### src/rtl/wavegen_pkg.sv
// Shared types and constants for the two-channel waveform DAC sequencer.
package wavegen_pkg;

  localparam int SAMPLE_W = 12;
  localparam logic [SAMPLE_W-1:0] DAC_MIDSCALE = 12'h800;
  localparam int CH_A = 0;
  localparam int CH_B = 1;

  typedef enum logic [2:0] {
    ST_IDLE,
    ST_TICK,
    ST_WAIT_PIPE,
    ST_SEND_A,
    ST_SEND_B,
    ST_LATCH
  } seq_state_t;

  // A channel that is not running parks the DAC at midscale.
  function automatic logic [SAMPLE_W-1:0] chan_value(input logic en,
                                                     input logic [SAMPLE_W-1:0] s);
    return en ? s : DAC_MIDSCALE;
  endfunction

endpackage

### src/rtl/wavegen_sequencer_frame_tick_gen.sv
// Free-running frame divider: counts 0..SAMPLE_DIV-1 and flags the terminal count.
module frame_tick_gen #(
  parameter int SAMPLE_DIV = 200
) (
  input  logic clk,
  input  logic reset,
  output logic tick
);

  localparam int CW = $clog2(SAMPLE_DIV);

  logic [CW-1:0] div_cnt;

  always_ff @(posedge clk or negedge reset) begin
    if (!reset) begin
      div_cnt <= '0;
    end else if (div_cnt == CW'(SAMPLE_DIV - 1)) begin
      div_cnt <= '0;
    end else begin
      div_cnt <= div_cnt + 1'b1;
    end
  end

  assign tick = (div_cnt == CW'(SAMPLE_DIV - 1));

endmodule

### src/rtl/wavegen_sequencer.sv
// Two-channel waveform sequencer: frames datapath samples into a DAC serializer.
// Optional sticky overrun reporting is built when WAVEGEN_SEQ_OVERRUN_EN is defined.
module wavegen_sequencer
  import wavegen_pkg::*;
#(
  parameter int SAMPLE_DIV = 200,
  parameter int PIPE_LAT   = 4
) (
  input  logic                clk,
  input  logic                reset,
  input  logic [1:0]          run,
  input  logic [15:0]         cycles_a,
  input  logic [15:0]         cycles_b,
  input  logic                wrap_a,
  input  logic                wrap_b,
  input  logic [SAMPLE_W-1:0] sample_a,
  input  logic [SAMPLE_W-1:0] sample_b,
  output logic                sample_en,
  output logic                dac_valid,
  input  logic                dac_ready,
  output logic                dac_chan,
  output logic [SAMPLE_W-1:0] dac_data,
  output logic                ldac_req,
  output logic [1:0]          active,
  output logic [1:0]          done,
  output logic                overrun,
  output logic [7:0]          overrun_cnt
);

  localparam int PW = $clog2(PIPE_LAT + 1);

  seq_state_t state, state_next;
  logic       frame_tick;
  logic [1:0] run_q, run_rise, run_fall;
  logic [PW-1:0] pipe_cnt;
  logic       pipe_last;
  logic [1:0] done_pend;

  logic [1:0][15:0]         cycles_v;
  logic [1:0]               wrap_v;
  logic [1:0][SAMPLE_W-1:0] sample_v;
  logic [1:0][SAMPLE_W-1:0] cap_data;

  assign cycles_v = {cycles_b, cycles_a};
  assign wrap_v   = {wrap_b, wrap_a};
  assign sample_v = {sample_b, sample_a};

  frame_tick_gen #(.SAMPLE_DIV(SAMPLE_DIV)) u_tick (
    .clk   (clk),
    .reset (reset),
    .tick  (frame_tick)
  );

  always_ff @(posedge clk or negedge reset) begin
    if (!reset) begin
      run_q <= 2'b00;
    end else begin
      run_q <= run;
    end
  end

  assign run_rise = run & ~run_q;
  assign run_fall = ~run & run_q;

  always_ff @(posedge clk or negedge reset) begin
    if (!reset) begin
      state <= ST_IDLE;
    end else begin
      state <= state_next;
    end
  end

  always_comb begin
    state_next = state;
    case (state)
      ST_IDLE:      if (frame_tick && (|active)) state_next = ST_TICK;
      ST_TICK:      state_next = ST_WAIT_PIPE;
      ST_WAIT_PIPE: if (pipe_last) state_next = ST_SEND_A;
      ST_SEND_A:    if (dac_ready) state_next = ST_SEND_B;
      ST_SEND_B:    if (dac_ready) state_next = ST_LATCH;
      ST_LATCH:     state_next = ST_IDLE;
      default:      state_next = ST_IDLE;
    endcase
  end

  // Outputs decode straight from the state register so reset drops them at once.
  always_comb begin
    sample_en = (state == ST_TICK);
    dac_valid = (state == ST_SEND_A) || (state == ST_SEND_B);
    dac_chan  = (state == ST_SEND_B);
    ldac_req  = (state == ST_LATCH);
    dac_data  = '0;
    if (state == ST_SEND_A) dac_data = cap_data[CH_A];
    if (state == ST_SEND_B) dac_data = cap_data[CH_B];
    done = (state == ST_LATCH) ? (done_pend & ~run_rise) : 2'b00;
  end

  always_ff @(posedge clk or negedge reset) begin
    if (!reset) begin
      pipe_cnt <= '0;
    end else if (state == ST_WAIT_PIPE) begin
      pipe_cnt <= pipe_cnt + 1'b1;
    end else begin
      pipe_cnt <= '0;
    end
  end

  assign pipe_last = (state == ST_WAIT_PIPE) && (pipe_cnt == PW'(PIPE_LAT - 1));

  generate
    for (genvar gi = 0; gi < 2; gi++) begin : g_chan
      logic                act_q;
      logic                pend_q;
      logic [15:0]         rem_q;
      logic [SAMPLE_W-1:0] cap_q;
      logic                hold_cap;

      // Once this channel's word is on the bus it must not change under a stall.
      assign hold_cap = (state == ((gi == CH_A) ? ST_SEND_A : ST_SEND_B));

      always_ff @(posedge clk or negedge reset) begin
        if (!reset) begin
          act_q  <= 1'b0;
          pend_q <= 1'b0;
          rem_q  <= '0;
          cap_q  <= '0;
        end else begin
          if (pipe_last) begin
            cap_q <= chan_value(act_q & ~run_fall[gi], sample_v[gi]);
          end else if (run_fall[gi] && !hold_cap) begin
            cap_q <= DAC_MIDSCALE;
          end

          // Run edges override any wrap captured in the same cycle.
          if (run_rise[gi]) begin
            act_q  <= 1'b1;
            rem_q  <= cycles_v[gi];
            pend_q <= 1'b0;
          end else if (run_fall[gi]) begin
            act_q  <= 1'b0;
            pend_q <= 1'b0;
          end else if (pipe_last && act_q && wrap_v[gi] && (rem_q != 16'd0)) begin
            rem_q <= rem_q - 16'd1;
            if (rem_q == 16'd1) pend_q <= 1'b1;
          end else if ((state == ST_LATCH) && pend_q) begin
            act_q  <= 1'b0;
            pend_q <= 1'b0;
          end
        end
      end

      assign active[gi]    = act_q;
      assign done_pend[gi] = pend_q;
      assign cap_data[gi]  = cap_q;
    end
  endgenerate

`ifdef WAVEGEN_SEQ_OVERRUN_EN
  logic       ovr_q;
  logic [7:0] ovr_cnt_q;

  always_ff @(posedge clk or negedge reset) begin
    if (!reset) begin
      ovr_q     <= 1'b0;
      ovr_cnt_q <= 8'd0;
    end else if (frame_tick && (state != ST_IDLE)) begin
      ovr_q <= 1'b1;
      if (ovr_cnt_q != 8'hFF) ovr_cnt_q <= ovr_cnt_q + 8'd1;
    end
  end

  assign overrun     = ovr_q;
  assign overrun_cnt = ovr_cnt_q;
`else
  assign overrun     = 1'b0;
  assign overrun_cnt = 8'd0;
`endif

endmodule
### config.mk
export PLATFORM = sky130hd
export DESIGN_NAME = wavegen_sequencer
export DESIGN_NICKNAME = d
export VERILOG_FILES = /design/src/rtl/wavegen_pkg.sv /design/src/rtl/wavegen_sequencer_frame_tick_gen.sv /design/src/rtl/wavegen_sequencer.sv
export SDC_FILE = /design/constraint.sdc
export NUM_CORES = 1
export LEC_CHECK = 0
export BUFFER_PORTS_ARGS = -buffer_cell sky130_fd_sc_hd__buf_4
export CELL_PAD_IN_SITES_DETAIL_PLACEMENT = 0
export CELL_PAD_IN_SITES_GLOBAL_PLACEMENT = 1
export CORE_MARGIN = 5
export CORE_UTILIZATION = 36
export DETAILED_ROUTE_END_ITERATION = 12
export GPL_TIMING_DRIVEN = 0
export PLACE_DENSITY = 0.7
export SYNTH_ARGS = -nofsm -noshare
export SYNTH_HDL_FRONTEND = slang
export SYNTH_SLANG_ARGS = --single-unit
### constraint.sdc
create_clock -name clk -period 3.4 [get_ports clk]
set_input_delay 0.17 -clock clk [delete_from_list [all_inputs] [get_ports clk]]
set_output_delay 0.17 -clock clk [all_outputs]
set_load 0.01 [all_outputs]
==> impl_metrics.yaml <==
power_and_ir_drop:
  combinationalPowerShare_pct: 19.1
  p_switching_mw: 0.770
  internal_power_mw: 1.92
  p_per_area_nw_per_um2: 482
  pwr-share-seq_pct: 41.0
  leakage_nw: 2.49
  swShare_pct: 28.7
  clkPwrFrac_pct: 39.9
  ir_worst_vdd_v: 0.000227
clock_tree:
  cts_post_setup_buffers_inserted: 0
  cts_resized: 0
  clk_pin_slew_worst_paths_ns: 0.06
  clockRootBuffer: "clkbuf_16"
  numCtsBuffers: 9
  cts_tree: "built"
  cts_sinks: 76
  htreeDepth: 3
  clock_path_buffers: 2
  clock_latency_ns: 0.34
grt:
  track_usage_pct: 17.4
  grt_pass1_vias: 3972
  grt_pass1_wl_mm: 20.1
  grt-ovfl-total: 0
  grt_max_degree: 77
  antenna_found_initial: 0
route:
  ant_nets: 0
  via_per_inst: 5.61
  post-route-drc-count: 0
  num_vias: 3999
  dr.pass1.iters: 4
  drt_iter0_drc: 250
  top_layer_used: "met4"
  wl_met1_mm: 5.95
  drt-wirelength-per-cell_um: 17.4
  drt-total-wl_mm: 12.4
  wl_met3_um: 742
  met2_length_mm: 5.57
synth:
  yosys-top-cells-count: "dfrtp_1 (76), nor2_1 (45), a22o_1 (35), nand2_1 (30)"
  seq_area_frac_synth_pct: 43.3
  ys_warn_count: 0
  synthArstFlopShare_pct: 100
  synth_top_cell_by_area: "dfrtp_1"
  synth_top_area_share_pct: 43.3
  synth_seq_cells: 76
  netlist_instances: 458
  synthTopCellsByArea: "dfrtp_1 (43%), a22o_1 (7.0%), nor2_1 (3.8%)"
  synth-main-ff-cell: "dfrtp_1"
  synth_mux_area_share_pct: 1.91
  syn_area_per_cell_sq_um: 9.58
  synth_edf_count: 0
  synth.distinct_cells: 75
  synth_top_family_by_area: "simple AND/OR/NAND/NOR gates"
  synth.cell_area_sq_um: 4390
  synthXorXnorAreaFrac_pct: 1.20
  synth_compound_area_share_pct: 21.0
  synthSimpleGateAreaFrac_pct: 23.2
  synthAdderAreaFrac_pct: 3.14
  synth.most_common_cell: "dfrtp_1"
setup_path:
  endpoint_kind: "primary output"
  cp.required_ns: 3.23
  path_max_fanout: 10
  worst_ep_arrival_time_ns: 2.36
  crit_path_start_kind: "flip-flop"
  worstSetupPathType: "reg -> out"
worst_hold_path:
  hp-class: "in -> async"
floorplanning:
  ios: 92
  fp.dieH_um: 120
  coreArea_sq_um: 12000
  fp-row-count: 40
  die_w_um: 120
  initial_utilization_pct: 36.7
  dieArea_sq_um: 14500
timing:
  rsz0062_at_grt: "false"
  fin_crit_sh_pct: 74.4
  hold_slack_ns: -0.00595
  timing.slew.headroom_pct: 33.3
  tightest_slew_ns: 1.00
  period_minus_slack_ns: 2.53
  skew_ns: 0.00916
  setup_viol: 0
  finalMaxSlewViolations: 0
  fin_tns_setup_ns: 0
  timing.fmax_mhz: 395
  hold_viol: 5
layout:
  syn2layout_area_growth_pct: 27.0
  nNetsFinal: 635
  antenna_cells: 0
  stdcell_area_sq_um: 5580
  layout-drive-gt1-share_pct: 24.6
  nFillCells: 1165
status:
  status: "finished with violations"
  violations: "negative hold slack"
placed_design:
  io_buffers: 82
  gp_congestion: 0.857
  hpwl_mm: 8.89
  dpl_cell_area_sq_um: 5220
run:
  drv_cap: 0
kinds of logic after synthesis:
logic type / count (synthesis)
AO/OA/AOI/OAI: 117
flip-flops: 76
AND/OR/NAND/NOR: 184
XOR/XNOR: 6
buffers and inverters: 55
other: 1
multiplexers: 8
adder cells (fa/ha/maj): 11
metrics by stage:
stage | util, % | setup WS (ns) | cells | power, mW
after floorplan | - | 1.26 | 466 | 1.43
after global placement | 43.6 | 0.985 | 695 | 1.62
after detailed placement | 43.6 | 0.975 | 695 | 1.63
after CTS | 46.6 | 0.806 | 713 | 2.71
after global routing | 46.6 | 0.642 | 713 | 2.82
final | 46.6 | 0.871 | 713 | 2.69
cell type report:
cell class	count	area, sq um	area share, %
multi-input cells	335	2250	40.4
flip-flops and latches	76	1900	34.1
repair buffers	84	636	11.4
clock buffers	11	253	4.53
plain buffers	37	200	3.59
well taps	147	184	3.30
clock inverters	5	83.8	1.50
inverters	18	67.6	1.21
sequential cells by signal, summed over array words and instances, names as in the netlist:
signal	cells
g_chan.act_q	2
state	3
g_chan.cap_q	24
g_chan.rem_q	32
run_q	2
u_tick.div_cnt	8
g_chan.pend_q	2
pipe_cnt	3
power by group through the flow:
| stage | Clock (mW) | Sequential, mW | Combinational (mW) |
|---|---|---|---|
| 2_1_floorplan | 0 | 1.09 | 0.342 |
| 3_3_place_gp | 0 | 1.11 | 0.506 |
| 3_5_place_dp | 0 | 1.11 | 0.514 |
| 4_1_cts | 1.10 | 1.10 | 0.517 |
| 5_1_grt | 1.13 | 1.12 | 0.579 |
| 6_report | 1.07 | 1.10 | 0.514 |
worst paths after layout:
check	from	end	slack [ns]	depth (start not counted)
min in group clk	dac_ready	state[1]$_DFFE_PN0P_	0.05	2
worst max-delay path	state[0]$_DFFE_PN0P_	dac_data[6]	0.87	5
worst max register to register	g_chan[1].rem_q[0]$_DFFE_PN0P_	g_chan[1].rem_q[9]$_DFFE_PN0P_	0.90	7
max in group asynchronous	reset	g_chan[1].cap_q[8]$_DFFE_PN0P_	2.75	1
worst min-delay path	reset	u_tick.div_cnt[4]$_DFF_PN0_	-0.006	1
worst min register to register	pipe_cnt[0]$_DFF_PN0_	pipe_cnt[0]$_DFF_PN0_	0.44	1
layer usage:
layer,track usage [%],vias up
li1,-,1919
met1,24.3,1947
met2,25.8,120
met3,5.19,13
met4,6.02,0
met5,0,-
layout by cell type, fill, tap and decap left out, types with 5 or more instances in the layout:
master | Yosys | layout
and3_1 | 5 | 5
nor4_1 | 12 | 12
dfrtp_1 | 76 | 76
clkbuf_1 | 18 | 18
o22ai_1 | 11 | 11
a22o_1 | 35 | 35
or2_2 | 6 | 6
nor2b_1 | 5 | 5
nand2_1 | 30 | 30
mux2i_1 | 5 | 5
ha_1 | 11 | 11
nand4_1 | 8 | 8
conb_1 | 1 | 9
xor2_1 | 5 | 5
inv_1 | 18 | 18
a21oi_1 | 12 | 12
nand3_1 | 18 | 18
or4_1 | 7 | 7
clkbuf_16 | 0 | 9
a22oi_1 | 9 | 9
nor3b_1 | 6 | 6
nor3_1 | 13 | 13
buf_4 | 13 | 95
nor2_1 | 45 | 45
worst max-delay path: stages, from the launching register on:
cell      delay [ns]
dfrtp_1         0.36
buf_4           0.16
nor3b_1         0.67
clkbuf_1        0.47
a22o_1          0.24
buf_4           0.12
repair_timing:
action | CTS | global route
endpoints found under the setup margin | 0 | 0
endpoints found under the hold margin | 2 | 0
hold buffers | 2 | 0
No activity file was read; power rests on OpenSTA's default activity.
